`src/rtl/fx2lp_pkg.sv`:
```
// Shared types, endpoint constants and the beat-count helper for the FX2LP stream writer.
package fx2lp_pkg;

  typedef enum logic [1:0] {IDLE, WRITE, PKTEND} state_t;

  localparam logic [1:0] EP2 = 2'b00;
  localparam logic [1:0] EP4 = 2'b01;
  localparam logic [1:0] EP6 = 2'b10;
  localparam logic [1:0] EP8 = 2'b11;

  function automatic int beats(input int in_bytes, input int fd_width);
    return (in_bytes * 8) / fd_width;
  endfunction

endpackage

```
`src/rtl/fx2lp_stream_tx_if.sv`:
```
// Avalon-ST sink plus FX2LP slave-FIFO pins; slave = the writer, master = stream source / FX2LP side.
interface fx2lp_stream_tx_if #(
  parameter int IN_BYTES = 4,
  parameter int FD_WIDTH = 8
);
  logic [8*IN_BYTES-1:0] asi_in0_data;
  logic                  asi_in0_valid;
  logic                  asi_in0_ready;
  logic [FD_WIDTH-1:0]   coe_fx2lp_fd;
  logic                  coe_fx2lp_slrd_n;
  logic                  coe_fx2lp_slwr_n;
  logic                  coe_fx2lp_flagb_n;
  logic                  coe_fx2lp_sloe_n;
  logic [1:0]            coe_fx2lp_fifoadr;
  logic                  coe_fx2lp_pktend_n;

  modport slave (
    input  asi_in0_data, asi_in0_valid, coe_fx2lp_flagb_n,
    output asi_in0_ready, coe_fx2lp_fd, coe_fx2lp_slrd_n, coe_fx2lp_slwr_n,
           coe_fx2lp_sloe_n, coe_fx2lp_fifoadr, coe_fx2lp_pktend_n
  );

  modport master (
    output asi_in0_data, asi_in0_valid, coe_fx2lp_flagb_n,
    input  asi_in0_ready, coe_fx2lp_fd, coe_fx2lp_slrd_n, coe_fx2lp_slwr_n,
           coe_fx2lp_sloe_n, coe_fx2lp_fifoadr, coe_fx2lp_pktend_n
  );

endinterface

```
`src/rtl/fx2lp_pkt_timer.sv`:
```
// Packet byte counter and idle timer; commit_req asks for a PKTEND when a partial packet sits idle too long.
module fx2lp_pkt_timer #(
  parameter int FD_WIDTH     = 8,
  parameter int PKT_BYTES    = 512,
  parameter int IDLE_TIMEOUT = 1024
) (
  input  logic clk,
  input  logic rst,
  input  logic in_idle,
  input  logic xfer,
  input  logic beat_wr,
  input  logic in_pktend,
  output logic commit_req
);
  localparam int BCW = $clog2(PKT_BYTES);
  localparam int ICW = $clog2(IDLE_TIMEOUT + 1);

  logic [BCW-1:0] byte_cnt;
  logic [ICW-1:0] idle_cnt;
  logic           idle_inc;

  assign idle_inc   = in_idle & !xfer & (byte_cnt != '0);
  // A transfer in the timeout cycle suppresses the commit.
  assign commit_req = idle_inc & (idle_cnt == ICW'(IDLE_TIMEOUT - 1));

  always_ff @(posedge clk) begin
    if (rst || in_pktend) begin
      byte_cnt <= '0;
      idle_cnt <= '0;
    end else begin
      if (beat_wr) byte_cnt <= byte_cnt + BCW'(FD_WIDTH / 8);
      if (xfer || beat_wr) idle_cnt <= '0;
      else if (idle_inc)   idle_cnt <= idle_cnt + 1'b1;
    end
  end

endmodule

```
`src/rtl/fx2lp_stream_tx.sv`:
```
// Serialises IN_BYTES-wide stream words little-endian onto the FX2LP FD bus, stalling on flagb_n.
// One cycle accept-to-strobe, gapless back-to-back; FX2LP_SHORT_PKT_EN adds idle-timeout PKTEND.
module fx2lp_stream_tx
  import fx2lp_pkg::*;
#(
  parameter int         IN_BYTES     = 4,
  parameter int         FD_WIDTH     = 8,
  parameter logic [1:0] FIFOADR      = 2'b00,
  parameter int         PKT_BYTES    = 512,
  parameter int         IDLE_TIMEOUT = 1024
) (
  input logic              csi_clk,
  input logic              rsi_reset,
  fx2lp_stream_tx_if.slave bus
);
  localparam int DW    = 8 * IN_BYTES;
  localparam int BEATS = beats(IN_BYTES, FD_WIDTH);
  localparam int BW    = (BEATS > 1) ? $clog2(BEATS) : 1;

  if (!(FD_WIDTH == 8 || FD_WIDTH == 16) || (DW % FD_WIDTH) != 0) begin : g_bad_width
    $error("fx2lp_stream_tx: illegal IN_BYTES/FD_WIDTH combination");
  end
  if (PKT_BYTES < 2 || (PKT_BYTES & (PKT_BYTES - 1)) != 0 || (PKT_BYTES % (FD_WIDTH / 8)) != 0) begin : g_bad_pkt
    $error("fx2lp_stream_tx: PKT_BYTES must be a power of two and whole beats");
  end
  if (IDLE_TIMEOUT < 1) begin : g_bad_timeout
    $error("fx2lp_stream_tx: IDLE_TIMEOUT must be at least 1");
  end

  state_t              state, state_n;
  logic [BW-1:0]       b, b_n, b_inc;
  logic [DW-1:0]       data, data_n;
  logic [FD_WIDTH-1:0] fd, fd_n;
  logic                last, beat_wr, ready, xfer, commit_req;

  assign last    = (b == BW'(BEATS - 1));
  assign beat_wr = (state == WRITE) & bus.coe_fx2lp_flagb_n;
  assign ready   = bus.coe_fx2lp_flagb_n & !rsi_reset &
                   ((state == IDLE) | ((state == WRITE) & last));
  assign xfer    = bus.asi_in0_valid & ready;
  assign b_inc   = b + 1'b1;

  always_ff @(posedge csi_clk) begin
    if (rsi_reset) begin
      state <= IDLE;
      b     <= '0;
      data  <= '0;
      fd    <= '0;
    end else begin
      state <= state_n;
      b     <= b_n;
      data  <= data_n;
      fd    <= fd_n;
    end
  end

  always_comb begin
    state_n = state;
    b_n     = b;
    data_n  = data;
    fd_n    = fd;
    case (state)
      IDLE: begin
        if (xfer) begin
          state_n = WRITE;
          b_n     = '0;
          data_n  = bus.asi_in0_data;
          fd_n    = bus.asi_in0_data[FD_WIDTH-1:0];
        end else if (commit_req) begin
          state_n = PKTEND;
        end
      end
      WRITE: begin
        if (beat_wr) begin
          if (!last) begin
            b_n  = b_inc;
            fd_n = data[int'(b_inc)*FD_WIDTH +: FD_WIDTH];
          end else if (xfer) begin
            b_n    = '0;
            data_n = bus.asi_in0_data;
            fd_n   = bus.asi_in0_data[FD_WIDTH-1:0];
          end else begin
            // FD keeps the last beat; only the strobe drops.
            state_n = IDLE;
            b_n     = '0;
          end
        end
      end
      PKTEND:  state_n = IDLE;
      default: state_n = IDLE;
    endcase
  end

`ifdef FX2LP_SHORT_PKT_EN
  fx2lp_pkt_timer #(
    .FD_WIDTH    (FD_WIDTH),
    .PKT_BYTES   (PKT_BYTES),
    .IDLE_TIMEOUT(IDLE_TIMEOUT)
  ) u_pkt_timer (
    .clk       (csi_clk),
    .rst       (rsi_reset),
    .in_idle   (state == IDLE),
    .xfer      (xfer),
    .beat_wr   (beat_wr),
    .in_pktend (state == PKTEND),
    .commit_req(commit_req)
  );
  assign bus.coe_fx2lp_pktend_n = !(state == PKTEND);
`else
  assign commit_req             = 1'b0;
  assign bus.coe_fx2lp_pktend_n = 1'b1;
`endif

  assign bus.asi_in0_ready     = ready;
  assign bus.coe_fx2lp_fd      = fd;
  assign bus.coe_fx2lp_slwr_n  = !beat_wr;
  assign bus.coe_fx2lp_slrd_n  = 1'b1;
  assign bus.coe_fx2lp_sloe_n  = 1'b1;
  assign bus.coe_fx2lp_fifoadr = FIFOADR;

endmodule

```
`src/flat_wrapper.sv`:
```
// flat-port wrapper written by rule: the top's interface ports become plain ports
module fx2lp_stream_tx_flat import fx2lp_pkg::*;
#(
  parameter int         IN_BYTES     = 4,
  parameter int         FD_WIDTH     = 8,
  parameter logic [1:0] FIFOADR      = 2'b00,
  parameter int         PKT_BYTES    = 512,
  parameter int         IDLE_TIMEOUT = 1024
)
  (csi_clk, rsi_reset, bus_asi_in0_data, bus_asi_in0_valid, bus_coe_fx2lp_flagb_n, bus_asi_in0_ready, bus_coe_fx2lp_fd, bus_coe_fx2lp_slrd_n, bus_coe_fx2lp_slwr_n, bus_coe_fx2lp_sloe_n, bus_coe_fx2lp_fifoadr, bus_coe_fx2lp_pktend_n);
  fx2lp_stream_tx_if #(.IN_BYTES(IN_BYTES), .FD_WIDTH(FD_WIDTH)) bus_i ();
  input logic csi_clk;
  input logic rsi_reset;
  input wire logic [$bits(bus_i.asi_in0_data)-1:0] bus_asi_in0_data;
  input wire logic [$bits(bus_i.asi_in0_valid)-1:0] bus_asi_in0_valid;
  input wire logic [$bits(bus_i.coe_fx2lp_flagb_n)-1:0] bus_coe_fx2lp_flagb_n;
  output wire logic [$bits(bus_i.asi_in0_ready)-1:0] bus_asi_in0_ready;
  output wire logic [$bits(bus_i.coe_fx2lp_fd)-1:0] bus_coe_fx2lp_fd;
  output wire logic [$bits(bus_i.coe_fx2lp_slrd_n)-1:0] bus_coe_fx2lp_slrd_n;
  output wire logic [$bits(bus_i.coe_fx2lp_slwr_n)-1:0] bus_coe_fx2lp_slwr_n;
  output wire logic [$bits(bus_i.coe_fx2lp_sloe_n)-1:0] bus_coe_fx2lp_sloe_n;
  output wire logic [$bits(bus_i.coe_fx2lp_fifoadr)-1:0] bus_coe_fx2lp_fifoadr;
  output wire logic [$bits(bus_i.coe_fx2lp_pktend_n)-1:0] bus_coe_fx2lp_pktend_n;
  assign bus_i.asi_in0_data = bus_asi_in0_data;
  assign bus_i.asi_in0_valid = bus_asi_in0_valid;
  assign bus_i.coe_fx2lp_flagb_n = bus_coe_fx2lp_flagb_n;
  assign bus_asi_in0_ready = bus_i.asi_in0_ready;
  assign bus_coe_fx2lp_fd = bus_i.coe_fx2lp_fd;
  assign bus_coe_fx2lp_slrd_n = bus_i.coe_fx2lp_slrd_n;
  assign bus_coe_fx2lp_slwr_n = bus_i.coe_fx2lp_slwr_n;
  assign bus_coe_fx2lp_sloe_n = bus_i.coe_fx2lp_sloe_n;
  assign bus_coe_fx2lp_fifoadr = bus_i.coe_fx2lp_fifoadr;
  assign bus_coe_fx2lp_pktend_n = bus_i.coe_fx2lp_pktend_n;
  fx2lp_stream_tx #(.IN_BYTES(IN_BYTES), .FD_WIDTH(FD_WIDTH), .FIFOADR(FIFOADR), .PKT_BYTES(PKT_BYTES), .IDLE_TIMEOUT(IDLE_TIMEOUT)) u_core (.csi_clk(csi_clk), .rsi_reset(rsi_reset), .bus(bus_i));
endmodule
```
`config.mk`:
```
export PLATFORM = sky130hd
export DESIGN_NAME = fx2lp_stream_tx_flat
export DESIGN_NICKNAME = d
export VERILOG_FILES = /design/src/rtl/fx2lp_pkg.sv /design/src/rtl/fx2lp_stream_tx_if.sv /design/src/rtl/fx2lp_pkt_timer.sv /design/src/rtl/fx2lp_stream_tx.sv /design/src/flat_wrapper.sv
export SDC_FILE = /design/constraint.sdc
export NUM_CORES = 1
export LEC_CHECK = 0
export ABC_CLOCK_PERIOD_IN_PS = 2150
export BUFFER_PORTS_ARGS = -buffer_cell sky130_fd_sc_hd__buf_2
export CAP_MARGIN = 20
export CORE_UTILIZATION = 50
export DETAILED_ROUTE_END_ITERATION = 6
export PLACE_DENSITY = 0.77
export SYNTH_ARGS = -nofsm -noshare
export SYNTH_HDL_FRONTEND = slang
export SYNTH_SLANG_ARGS = --single-unit
```
`constraint.sdc`:
```
create_clock -name csi_clk -period 2.15 [get_ports csi_clk]
set_clock_uncertainty 0.15 [all_clocks]
set_input_delay 0.215 -clock csi_clk [delete_from_list [all_inputs] [get_ports csi_clk]]
set_output_delay 0.215 -clock csi_clk [all_outputs]
set_load 0.005 [all_outputs]
```
# Word-level counts from Yosys, hierarchy flattened
# Index checks and enable logic that the tools add are counted.
[op_classes] n_eq_ne=6 add_sub_neg=1 n_mux=17 reduce_logical=8 bitwise_logic=6 shift=1
[op_table] cell="$mux 32" count=3
[op_table] cell="$pmux 32 s2" count=1
[op_table] cell="$shiftx 32x6->8" count=1
[op_table] cell="$mux 8" count=3
[op_table] cell="$pmux 8 s2" count=1
[op_table] cell="$mux 2" count=7
[op_table] cell="$pmux 2 s2" count=2
[op_table] cell="$ne 2x1->1 const B" count=3
[op_table] cell="$reduce_and 3->1" count=2
[op_table] cell="$and 1x1->1" count=5
[op_table] cell="$reduce_and 4->1" count=1
[op_table] cell="$add 2x1->2 const B" count=1
[op_table] cell="$eq 2x1->1 const B" count=1
[op_table] cell="$eq 2x2->1 const B" count=1
[op_table] cell="$logic_not 1->1" count=2
[op_table] cell="$logic_not 2->1" count=1
[op_table] cell="$ne 2x2->1 const B" count=1
[op_table] cell="$reduce_and 2->1" count=1
[op_table] cell="$reduce_bool 2->1" count=1
[op_table] cell="$or 1x1->1" count=1
[totals] inputBits=36 wordCells=43 ff_bits=44 out_inout_bits=15

# Logic depth before layout (Yosys ltp)
# Gate-level depths: netlist of run 1.
[depth] depth_word=9 mapped_depth=7 depth_no_buf=5

# Worst setup path before layout of run 1
# No wires, ideal clock.
[synth_path] path_kind="reg2reg" start="reg u_core.b[0]" end="reg u_core.fd[6] (netlist: u_core.bus.coe_fx2lp_fd[6])" setup_ns=0.119 stages_incl_launch_ff=6 synth_period_minus_slack_ns=1.686 slack_ns=0.464 path_buffers=1 arrival_time_ns=1.418 required_ns=1.881 path_cell_list="dfxtp_1 > ha_1 > buf_2 > mux4_2 > o22ai_1 > nor2_1"
[synth_between] elab_chain_cells=9 elab_cells_between_ends=11 classes_between="add/sub: 1; eq/ne: 1; shift: 1; mux: 4; bitwise: 4"
[synth_rtl] element="from (decl)" line_no="fx2lp_stream_tx.sv:31" source="logic [BW-1:0] b, b_n, b_inc;"
[synth_rtl] element="from (signal assigned)" line_no="fx2lp_stream_tx.sv:51" source="b <= b_n;"
[synth_rtl] element="branches (longest 8 deep; another with $add 2x1->2)"
[synth_rtl] element="$pmux 8 s2 (*)" line_no="fx2lp_stream_tx.sv:62" source="case (state)"
[synth_rtl] element="to (signal assigned)" line_no="fx2lp_stream_tx.sv:53" source="fd <= fd_n;"
[synth_rtl] element="to (decl)" line_no="fx2lp_stream_tx.sv:33" source="logic [FD_WIDTH-1:0] fd, fd_n;"
# Every way passes the cells marked *. The select of a mux whose other input is x is not followed.
# A chain may end at the register's enable or synchronous reset.

# Worst setup path after layout of run 1
[layout_path] start="reg u_core.b[0]" end="reg u_core.fd[7] (netlist: u_core.bus.coe_fx2lp_fd[7])"
# The elaborated chain is that of the path after synthesis.

==> metrics, run 1 <==
Min Clock Period, post-route=around 1800 ps; hold violation count in the final report=0; post-route core utilization=between 70% and 80%; number of antenna violations at the first check in global routing=0; most frequent cells after synthesis=nand2_1, dfxtp_1, a21oi_1; layout overhead on the synthesized area=32.4%; portion of total power attributed to combinational logic=between 10% and 20%; count of port buffers added during placement=45; # placed instances=between 200 and 300; max-capacitance violation count=0; area inside the core boundary=roughly 3400 um^2; Std-Cell Rows=21; critical path class=flip-flop to flip-flop; period utilisation layout=about four fifths; Top Ports=51; routability congestion estimate from global placement=~0.74; post-CTS clock slew at the launch and capture registers of the worst setup and hold paths=about 120 ps; total of warnings raised by yosys=0; filler-free cell count of the finished design=between 300 and 400; share of the synthesized area in the top cell type=a little under half; routed vias=1662; vertical extent of the die=slightly above 60 um; syn avg cell area=roughly 8.7 um^2; achievable frequency=~570 MHz; TNS Setup=0 ps; Lkg Pwr=0.967 nW; overall die width=between 60 and 70 um; setup ws final=between 300 and 400 ps; Starting Density=a little over half; Top FF cell, synth=dfxtp_1; start point of the worst min-delay path=bus_asi_in0_data[2]; Critical R2R Launch=u_core.b[0]$_SDFFE_PP0P_; reg-to-reg critical path endpoint=u_core.bus.coe_fx2lp_fd[7]$_SDFFE_PP0P_; library cell occupying the most area in the post-synthesis netlist=dfxtp_1; flop and latch count out of synthesis=43; maximum number of buffers from clock root to sink=2; Crit. Startpoint=u_core.b[0]$_SDFFE_PP0P_; total overflow reported by the global router=0; routed len/inst=around 12 um; count of antenna-violating nets left after detailed routing=0; critical path required time=about 2300 ps; 1st-pass router iterations=4; Gate Count Post-Synth=208; Post-synth EDFFs=0; NetSw=roughly 0.36 mW; pin count of the biggest net entering global routing=22; Die ar.=3860 um^2; sum of routed wire length over all layers=roughly 4.0 mm; worst vdd rail ir drop=between 0.0003 and 0.0004 V; Switching Fraction=about a quarter; cell area power density=600 nW/um^2; number of global-route vias before repair=approximately 1500; Avg Vias per Cell=around 5.1; result of the run=finished, final reports clean; capturing element type of the critical path=flip-flop; fill cell total of the finished layout=between 200 and 300; number of H-tree branching levels=2; unrepaired setup endpoints after global routing=false; Worst Hold Slack=around 13 ps; share of async-settable or async-resettable flops after synthesis=0%; Flop pwr share=between 50% and 60%; Clock Sinks=43; ranking of synthesized cells by area=dfxtp_1, nand2_1, mux4_2, a21oi_1, nor2_1; Overall Power=about 1.4 mW; TritonCTS clock tree=yes; number of diodes added for antenna fixing=0; First DRT Iteration DRCs=approximately 100; Reg2Reg Depth=4; most used standard cell by instance count after synthesis=nand2_1; sum of net half-perimeters after detailed placement=between 2 and 3 mm; DRC violation count after routing=0; Root Buffer=clkbuf_4; Critical Path End=u_core.bus.coe_fx2lp_fd[7]$_SDFFE_PP0P_; crit path max fanout=5; part of the power in the clock network=between 20% and 30%; startpoint class of the critical path=flip-flop; fraction of layout cells with a size suffix above 1=24.4%; Final Instance Area=about 2400 um^2; Placement Setup Slack=430 ps; number of buffers added by the clock tree synthesis step=5; wire length of the first global-routing pass=~7 mm; count of final setup violators=0; class of the tightest hold or removal check=primary input to flip-flop; area of the multi-input gates=848 um^2; distinct cell type count of the synthesized netlist=22; synthesized cell area=1810 um^2; Cell Int Power=1.08 mW; Tot GR Track Use=23.0%; worst reg-to-reg setup slack=approximately 400 ps; data arrival time of the worst path=1850 ps; buffers inserted during post-CTS setup optimization=0; number of max-slew violations in the final report=0; sequential element share of the synthesized area=between 40% and 50%; later-pin clock latency in the skew report=roughly 340 ps; area of placed instances=2050 um^2; FF+latch area=roughly 860 um^2; nets@finish=319
state kept, by name, indices dropped and copies added, names as in the netlist:
register,cells
u_core.data,32
u_core.bus.coe_fx2lp_fd,8
u_core.b,2
u_core.state,1
kinds of logic after synthesis:
logic type / after synthesis / share of synthesized area (%)
flops: 43 / 47.6
buf+inv: 18 / 6.37
fa+ha+maj: 1 / 0.692
mux: 8 / 9.97
other cells: 2 / 0.416
compound gates: 46 / 14.4
simple gates: 90 / 20.5
worst max-delay path, cell delays in order (launching register included):
cell     delay (ps)
dfxtp_1         330
ha_1            430
mux4_2          550
o22ai_1         140
nor2_1           50
power by group through the flow:
| stage | sequential, mW | combinational, mW | clock, mW |
|---|---|---|---|
| 2_1_floorplan | 0.862 | 0.114 | 0 |
| 3_3_place_gp | 0.865 | 0.172 | 0 |
| 3_5_place_dp | 0.867 | 0.176 | 0 |
| 4_1_cts | 0.849 | 0.216 | 0.382 |
| 5_1_grt | 0.853 | 0.241 | 0.417 |
| 6_report | 0.849 | 0.216 | 0.370 |
worst min path at each step:
stage                                              end  slack [ps]  cells past startpoint
2_1_floorplan             u_core.data[10]$_SDFFE_PP0P_         200                      2
3_3_place_gp              u_core.data[28]$_SDFFE_PP0P_         290                      2
3_5_place_dp              u_core.data[14]$_SDFFE_PP0P_         300                      2
4_1_cts        u_core.bus.coe_fx2lp_fd[2]$_SDFFE_PP0P_           5                      3
5_1_grt                    u_core.data[0]$_SDFFE_PP0P_          40                      3
6_report       u_core.bus.coe_fx2lp_fd[2]$_SDFFE_PP0P_          10                      3
metal layers:
| metal | GRT usage [%] | vias up | wire length (um) |
|---|---|---|---|
| met3 | 3.49 | 7 | 211 |
| met5 | 0 | - | 0 |
| met4 | 9.59 | 0 | 63 |
| met2 | 38.2 | 52 | 1980 |
| met1 | 29.9 | 761 | 1770 |
| li1 | - | 842 | - |
repair_timing:
action | in CTS | in global routing
hold endpoints to repair | 31 | 0
hold buffers | 29 | 0
resized for setup | 0 | 0
cell usage in the layout (no fill, tap or decap), types with 2 or more instances in the layout:
master / netlist / routed
conb_1: 2 / 5
dfxtp_1: 43 / 43
mux4_2: 8 / 8
nand3_1: 4 / 4
buf_2: 5 / 45
dlygate4sd3_1: 0 / 29
nand2b_1: 2 / 2
a21oi_1: 28 / 28
nor2_1: 24 / 24
clkbuf_4: 0 / 5
o22ai_1: 7 / 7
buf_4: 7 / 8
o21ai_0: 2 / 2
o21bai_1: 7 / 7
clkbuf_1: 4 / 2
nand2_1: 56 / 56
cell type report:
type	count	area share, %
flip-flops and latches	43	36.0
multi-input cells	150	35.5
repair buffers	82	24.1
well taps	46	2.41
clock buffers	7	1.88
clock inverters	1	0.209
Power figures use the tool's default switching activity.
==> inputs of run 2 (changes only) <==
--- a/config.mk
+++ b/config.mk
@@ -5,12 +5,12 @@
 export SDC_FILE = /design/constraint.sdc
 export NUM_CORES = 1
 export LEC_CHECK = 0
-export ABC_CLOCK_PERIOD_IN_PS = 2150
+export ABC_CLOCK_PERIOD_IN_PS = 1600
 export BUFFER_PORTS_ARGS = -buffer_cell sky130_fd_sc_hd__buf_2
 export CAP_MARGIN = 20
-export CORE_UTILIZATION = 50
+export CORE_UTILIZATION = 46
 export DETAILED_ROUTE_END_ITERATION = 6
-export PLACE_DENSITY = 0.77
+export PLACE_DENSITY = 0.75
 export SYNTH_ARGS = -nofsm -noshare
 export SYNTH_HDL_FRONTEND = slang
 export SYNTH_SLANG_ARGS = --single-unit
==> constraint.sdc (replaced) <==
create_clock -name csi_clk -period 1.6 [get_ports csi_clk]
set_clock_uncertainty 0.15 [all_clocks]
set_input_delay 0.16 -clock csi_clk [delete_from_list [all_inputs] [get_ports csi_clk]]
set_output_delay 0.16 -clock csi_clk [all_outputs]
set_load 0.005 [all_outputs]
==> metrics, run 2 (same netlist as run 1, synthesis figures left out) <==
routed len/inst=12.8 um (+5.1%); number of diodes added for antenna fixing=0 (unchanged); number of buffers added by the clock tree synthesis step=5 (unchanged); sum of routed wire length over all layers=4.28 mm (+6.4%); First DRT Iteration DRCs=103 (+0.98%); DRC violation count after routing=0 (unchanged); wire length of the first global-routing pass=7.24 mm (+5.1%); Starting Density=48.6% (-4.7 points); Clock Sinks=43 (unchanged); setup ws final=7.22 ps (-391 ps); cell type with the highest occurrence count on the critical path=buf_4; Crit path depth=7 (+3); Critical Path Max Stage Delay=360 ps (-190 ps); hold violation count in the final report=1 (+1); pin count of the biggest net entering global routing=29 (+32%); Min Clock Period, post-route=1590 ps (-159 ps); Largest register FFs=32 (unchanged); total overflow reported by the global router=0 (unchanged); most common cell after layout, fill and taps aside=nand2_1; critical path class=flip-flop to flip-flop; result of the run=finished, violations left; 1st-pass router iterations=4 (unchanged); register with the most flip-flops=u_core.data; capturing element type of the critical path=flip-flop; number of max-slew violations in the final report=0 (unchanged); number of global-route vias before repair=1596 (+4.2%); Tot GR Track Use=23.0% (about the same); delay-heaviest family, CP=buffers and inverters; Overall Power=2.33 mW (+62%); violations in the final reports=negative hold slack; Top Ports=51 (unchanged); WP buf/inv=2 (+2); buffers inserted during post-CTS setup optimization=0 (unchanged); routability congestion estimate from global placement=0.786 (+6.7%); critical path required time=1670 ps (-580 ps); Lkg Pwr=1.03 nW (+6.5%); layout overhead on the synthesized area=40.8%; number of H-tree branching levels=2 (unchanged); cell area power density=917 nW/um^2 (+53%); Worst Hold Slack=-3.48 ps (-16.7 ps); highest-utilization routing layer at the global route stage=met2; post-CTS clock slew at the launch and capture registers of the worst setup and hold paths=80 ps (-40 ps); unrepaired setup endpoints after global routing=true; filler-free cell count of the finished design=333 (+1.2%); GRT met2 Usage=36.7% (-1.5 points); TritonCTS clock tree=yes; data arrival time of the worst path=1660 ps (-190 ps); post-route core utilization=68.5% (-2.1 points); maximum number of buffers from clock root to sink=2 (unchanged); Placement Setup Slack=36.9 ps (-393 ps); max-capacitance violation count=0 (unchanged); Root Buffer=clkbuf_8; crit path max fanout=15 (+10); number of antenna violations at the first check in global routing=0 (unchanged); worst vdd rail ir drop=0.000497 V (+39%); area inside the core boundary=3720 um^2 (+9.6%); hold depth=3 (unchanged); count of antenna-violating nets left after detailed routing=0 (unchanged); routed vias=1704 (+2.5%); achievable frequency=628 MHz (+10%); count of port buffers added during placement=45 (unchanged); Die ar.=4180 um^2 (+8.4%); vertical extent of the die=64.7 um (+4.1%); slowest stage cell, crit path=dfxtp_2; overall die width=64.7 um (+4.1%); # placed instances=297 (+1.7%); class of the tightest hold or removal check=primary input to flip-flop; Avg Vias per Cell=5.12 (+1.3%); sum of net half-perimeters after detailed placement=2.72 mm (+0.50%); Cell Chain, Critical Path=ha_4 > nor2b_4 > buf_4 > nor3_4 > buf_4 > nand2_1 > a21oi_1; leading cell types in the layout, fill and taps excluded=nand2_1, buf_2, dfxtp_1; later-pin clock latency in the skew report=300 ps (-40 ps); startpoint class of the critical path=flip-flop; count of final setup violators=0 (unchanged); Std-Cell Rows=22 (+4.8%); period utilisation layout=99.5% (+18 points); Reg2Reg Depth=7 (+3); met3 usage in global routing=4.93% (+1.4 points); fraction of layout cells with a size suffix above 1=29.5% (+5.1 points); nets@finish=321 (+0.63%); met1 track demand over resource=28.6% (-1.3 points)
run 2: cell types whose count changed in the layout (fill, tap and decap cells not counted), moves of 4 or more:
cell | previous run | this run
clkbuf_8 | 0 | 6
o22ai_2 | 0 | 4
o22ai_1 | 7 | 3
clkbuf_4 | 5 | 0
run 2: layout make-up:
class | count | area [um^2]
tap | 48 | 60.1
timing repair buffer | 84 | 601
multi-input combinational | 150 | 902
sequential | 43 | 863
fill | 290 | 1170
clock inverter | 2 | 35.0
clock buffer | 6 | 82.6
run 2: final timing paths:
path	slack [ps]	endpoint	from
setup / recovery	7	u_core.data[12]$_SDFFE_PP0P_	u_core.b[1]$_SDFFE_PP0P_
hold / removal	-3	u_core.bus.coe_fx2lp_fd[3]$_SDFFE_PP0P_	bus_asi_in0_data[3]
setup reg to reg	7	u_core.data[12]$_SDFFE_PP0P_	u_core.b[1]$_SDFFE_PP0P_
hold reg to reg	310	u_core.data[5]$_SDFFE_PP0P_	u_core.data[5]$_SDFFE_PP0P_
run 2: per-layer routing:
| metal | part of all wire [%] | up-vias |
|---|---|---|
| met1 | 44 | 794 |
| li1 | - | 846 |
| met2 | 48 | 58 |
| met3 | 5.8 | 6 |
| met4 | 1.6 | 0 |
| met5 | 0 | - |
run 2: tightest hold or removal path, cell delays in order:
cell and delay, ps:
buf_2 80, o21bai_1 80, nor2_1 100
run 2: where the power goes:
part	leakage [nW]	switching (mW)	total, mW	internal (mW)
clock network	0.0612	0.370	0.875	0.505
registers	0.351	0.0281	1.14	1.11
logic	0.618	0.139	0.315	0.176
run 2: timing repair:
action / 4_1_cts / 5_1_grt
resized for setup: 0 / 7
endpoints found under the hold margin: 32 / 0
endpoints found under the setup margin: 0 / 23
hold buffers: 28 / 0
run 2: per-stage QoR:
step | TNS [ps] | area [um^2]
2_1_floorplan | 0 | 1840
3_3_place_gp | 0 | 2100
3_5_place_dp | 0 | 2100
4_1_cts | 0 | 2500
5_1_grt | -194 | 2540
6_report | 0 | 2540
==> inputs of run 3 (changes only) <==
--- a/config.mk
+++ b/config.mk
@@ -11,6 +11,7 @@
 export CORE_UTILIZATION = 46
 export DETAILED_ROUTE_END_ITERATION = 6
 export PLACE_DENSITY = 0.75
+export REMOVE_ABC_BUFFERS = 1
 export SYNTH_ARGS = -nofsm -noshare
 export SYNTH_HDL_FRONTEND = slang
 export SYNTH_SLANG_ARGS = --single-unit
==> metrics, run 3 (same netlist as run 1, synthesis figures left out) <==
sum of net half-perimeters after detailed placement=2.76 mm (+1.6%); met1 track demand over resource=27.7% (-0.87 points); GRT met2 Usage=37.4% (+0.66 points); Lkg Pwr=1.05 nW (+2.1%); Worst Hold Slack=6.55 ps (+10.0 ps); critical path required time=1640 ps (-30 ps); # placed instances=300 (+1.0%); start point of the worst min-delay path=bus_asi_in0_data[4]; area inside the core boundary=3720 um^2 (unchanged); part of the power in the clock network=30.6% (-6.9 points); WP buf/inv=0 (-2); wire length of the first global-routing pass=6.98 mm (-3.5%); Die ar.=4180 um^2 (unchanged); TritonCTS clock tree=yes; 1st-pass router iterations=4 (unchanged); Tot GR Track Use=22.4% (-0.55 points); slowest stage cell, crit path=mux4_2; fraction of layout cells with a size suffix above 1=32.2% (+2.7 points); number of H-tree branching levels=2 (unchanged); DRC violation count after routing=0 (unchanged); achievable frequency=626 MHz (-0.29%); capturing element type of the critical path=flip-flop; First DRT Iteration DRCs=98 (-4.9%); routed len/inst=13.2 um (+3.1%); sum of routed wire length over all layers=4.46 mm (+4.4%); Top Ports=51 (unchanged); area of placed instances=2110 um^2 (+0.36%); Min Clock Period, post-route=1600 ps (+4.58 ps); filler-free cell count of the finished design=337 (+1.2%); highest-utilization routing layer at the global route stage=met2; leading cell types in the layout, fill and taps excluded=nand2_1, buf_2, dfxtp_1; Critical R2R Launch=u_core.b[0]$_SDFFE_PP0P_; cell area power density=822 nW/um^2 (-10%); data arrival time of the worst path=1640 ps (-20 ps); Starting Density=48.6% (unchanged); Clock Sinks=43 (unchanged); post-CTS clock slew at the launch and capture registers of the worst setup and hold paths=80 ps (about the same); maximum number of buffers from clock root to sink=2 (unchanged); met3 usage in global routing=3.70% (-1.2 points); vertical extent of the die=64.7 um (unchanged); routability congestion estimate from global placement=0.801 (+1.9%); count of antenna-violating nets left after detailed routing=0 (unchanged); Cell Chain, Critical Path=ha_4 > mux4_2 > o22ai_2 > nor2_1; portion of total power attributed to combinational logic=16.2% (+2.7 points); layout overhead on the synthesized area=44.1%; register with the most flip-flops=u_core.data; number of global-route vias before repair=1512 (-5.3%); Overall Power=2.14 mW (-8.2%); overall die width=64.7 um (unchanged); count of port buffers added during placement=45 (unchanged); worst vdd rail ir drop=0.000552 V (+11%); Std-Cell Rows=22 (unchanged); Critical Path Max Stage Delay=500 ps (+140 ps); Flop pwr share=53.2% (+4.2 points); number of buffers added by the clock tree synthesis step=5 (unchanged); critical path class=flip-flop to flip-flop; Switching Fraction=24.7% (+1.6 points); class of the tightest hold or removal check=primary input to flip-flop; unrepaired setup endpoints after global routing=true; max-capacitance violation count=0 (unchanged); total overflow reported by the global router=0 (unchanged); number of max-slew violations in the final report=0 (unchanged); nets@finish=325 (+1.2%); pin count of the biggest net entering global routing=20 (-31%); Avg Vias per Cell=5.07 (-0.84%); Largest register FFs=32 (unchanged); most common cell after layout, fill and taps aside=nand2_1; Final Instance Area=2600 um^2 (+2.4%); count of final setup violators=0 (unchanged); crit path max fanout=3 (-12); result of the run=finished, final reports clean; Cell Int Power=1.61 mW (-10%); delay-heaviest family, CP=multiplexers; Crit. Startpoint=u_core.b[0]$_SDFFE_PP0P_; startpoint class of the critical path=flip-flop; later-pin clock latency in the skew report=300 ps (about the same); number of diodes added for antenna fixing=0 (unchanged); hold violation count in the final report=0 (-1); period utilisation layout=99.8% (+0.29 points); Root Buffer=clkbuf_8; routed vias=1710 (+0.35%); number of antenna violations at the first check in global routing=0 (unchanged); NetSw=0.528 mW (-1.7%)
-- run 3: cell count changes in the layout (fill, tap and decap cells not counted), moves of 2 or more --
cell           change
a21oi_1            -2
a21oi_2            +2
buf_4              -2
buf_6              +7
clkbuf_1           +2
dlygate4sd3_1      -3
nor2_1             -2
-- run 3: worst min-delay path, cell delays in order --
cell and delay, ps:
buf_2 80, o21bai_1 80, nor2_1 100
-- run 3: power by group through the flow --
stage                     registers [mW]  logic, mW  clock network [mW]
after floorplan                     1.16      0.118                   0
after global placement              1.16      0.253                   0
after detailed placement            1.16      0.258                   0
after CTS                           1.14      0.311               0.670
after global routing                1.14      0.376               0.734
final                               1.14      0.346               0.656
-- run 3: worst paths after layout --
path	end	slack, ps	depth (start not counted)
hold / removal	u_core.bus.coe_fx2lp_fd[4]$_SDFFE_PP0P_	7	3
setup reg to reg	u_core.bus.coe_fx2lp_fd[7]$_SDFFE_PP0P_	3	4
setup / recovery	u_core.bus.coe_fx2lp_fd[7]$_SDFFE_PP0P_	3	4
hold reg to reg	u_core.data[17]$_SDFFE_PP0P_	300	2
-- run 3: timing repair --
action / in CTS / in global routing
hold endpoints to repair: 26 / 0
resized for setup: 6 / 19
buffers inserted: 0 / 3
setup endpoints to repair: 35 / 37
cloned: 0 / 1
pin swaps: 0 / 2
hold buffers: 25 / 0
-- run 3: layer usage --
| metal | vias to the layer above | part of all wire [%] | routed length, um |
|---|---|---|---|
| met1 | 800 | 44 | 1950 |
| met5 | - | 0 | 0 |
| met3 | 9 | 3.4 | 150 |
| met2 | 47 | 51 | 2270 |
| met4 | 0 | 2.0 | 89 |
| li1 | 854 | - | - |
-- run 3: cell type report --
class	instances	area (um^2)
tap	48	60.1
sequential	43	866
fill	306	1110
multi-input combinational	150	922
clock inverter	1	5.00
clock buffer	7	76.3
timing repair buffer	88	674
-- run 3: per-stage QoR --
step	setup WS, ps	setup TNS, ps	util (%)
floorplan	-861	-27750	-
global placement	-40.3	-149	56.8
detailed placement	-80.0	-998	56.8
CTS	5.10	0	66.6
global route	-41.5	-262	70.1
finish	2.64	0	70.1
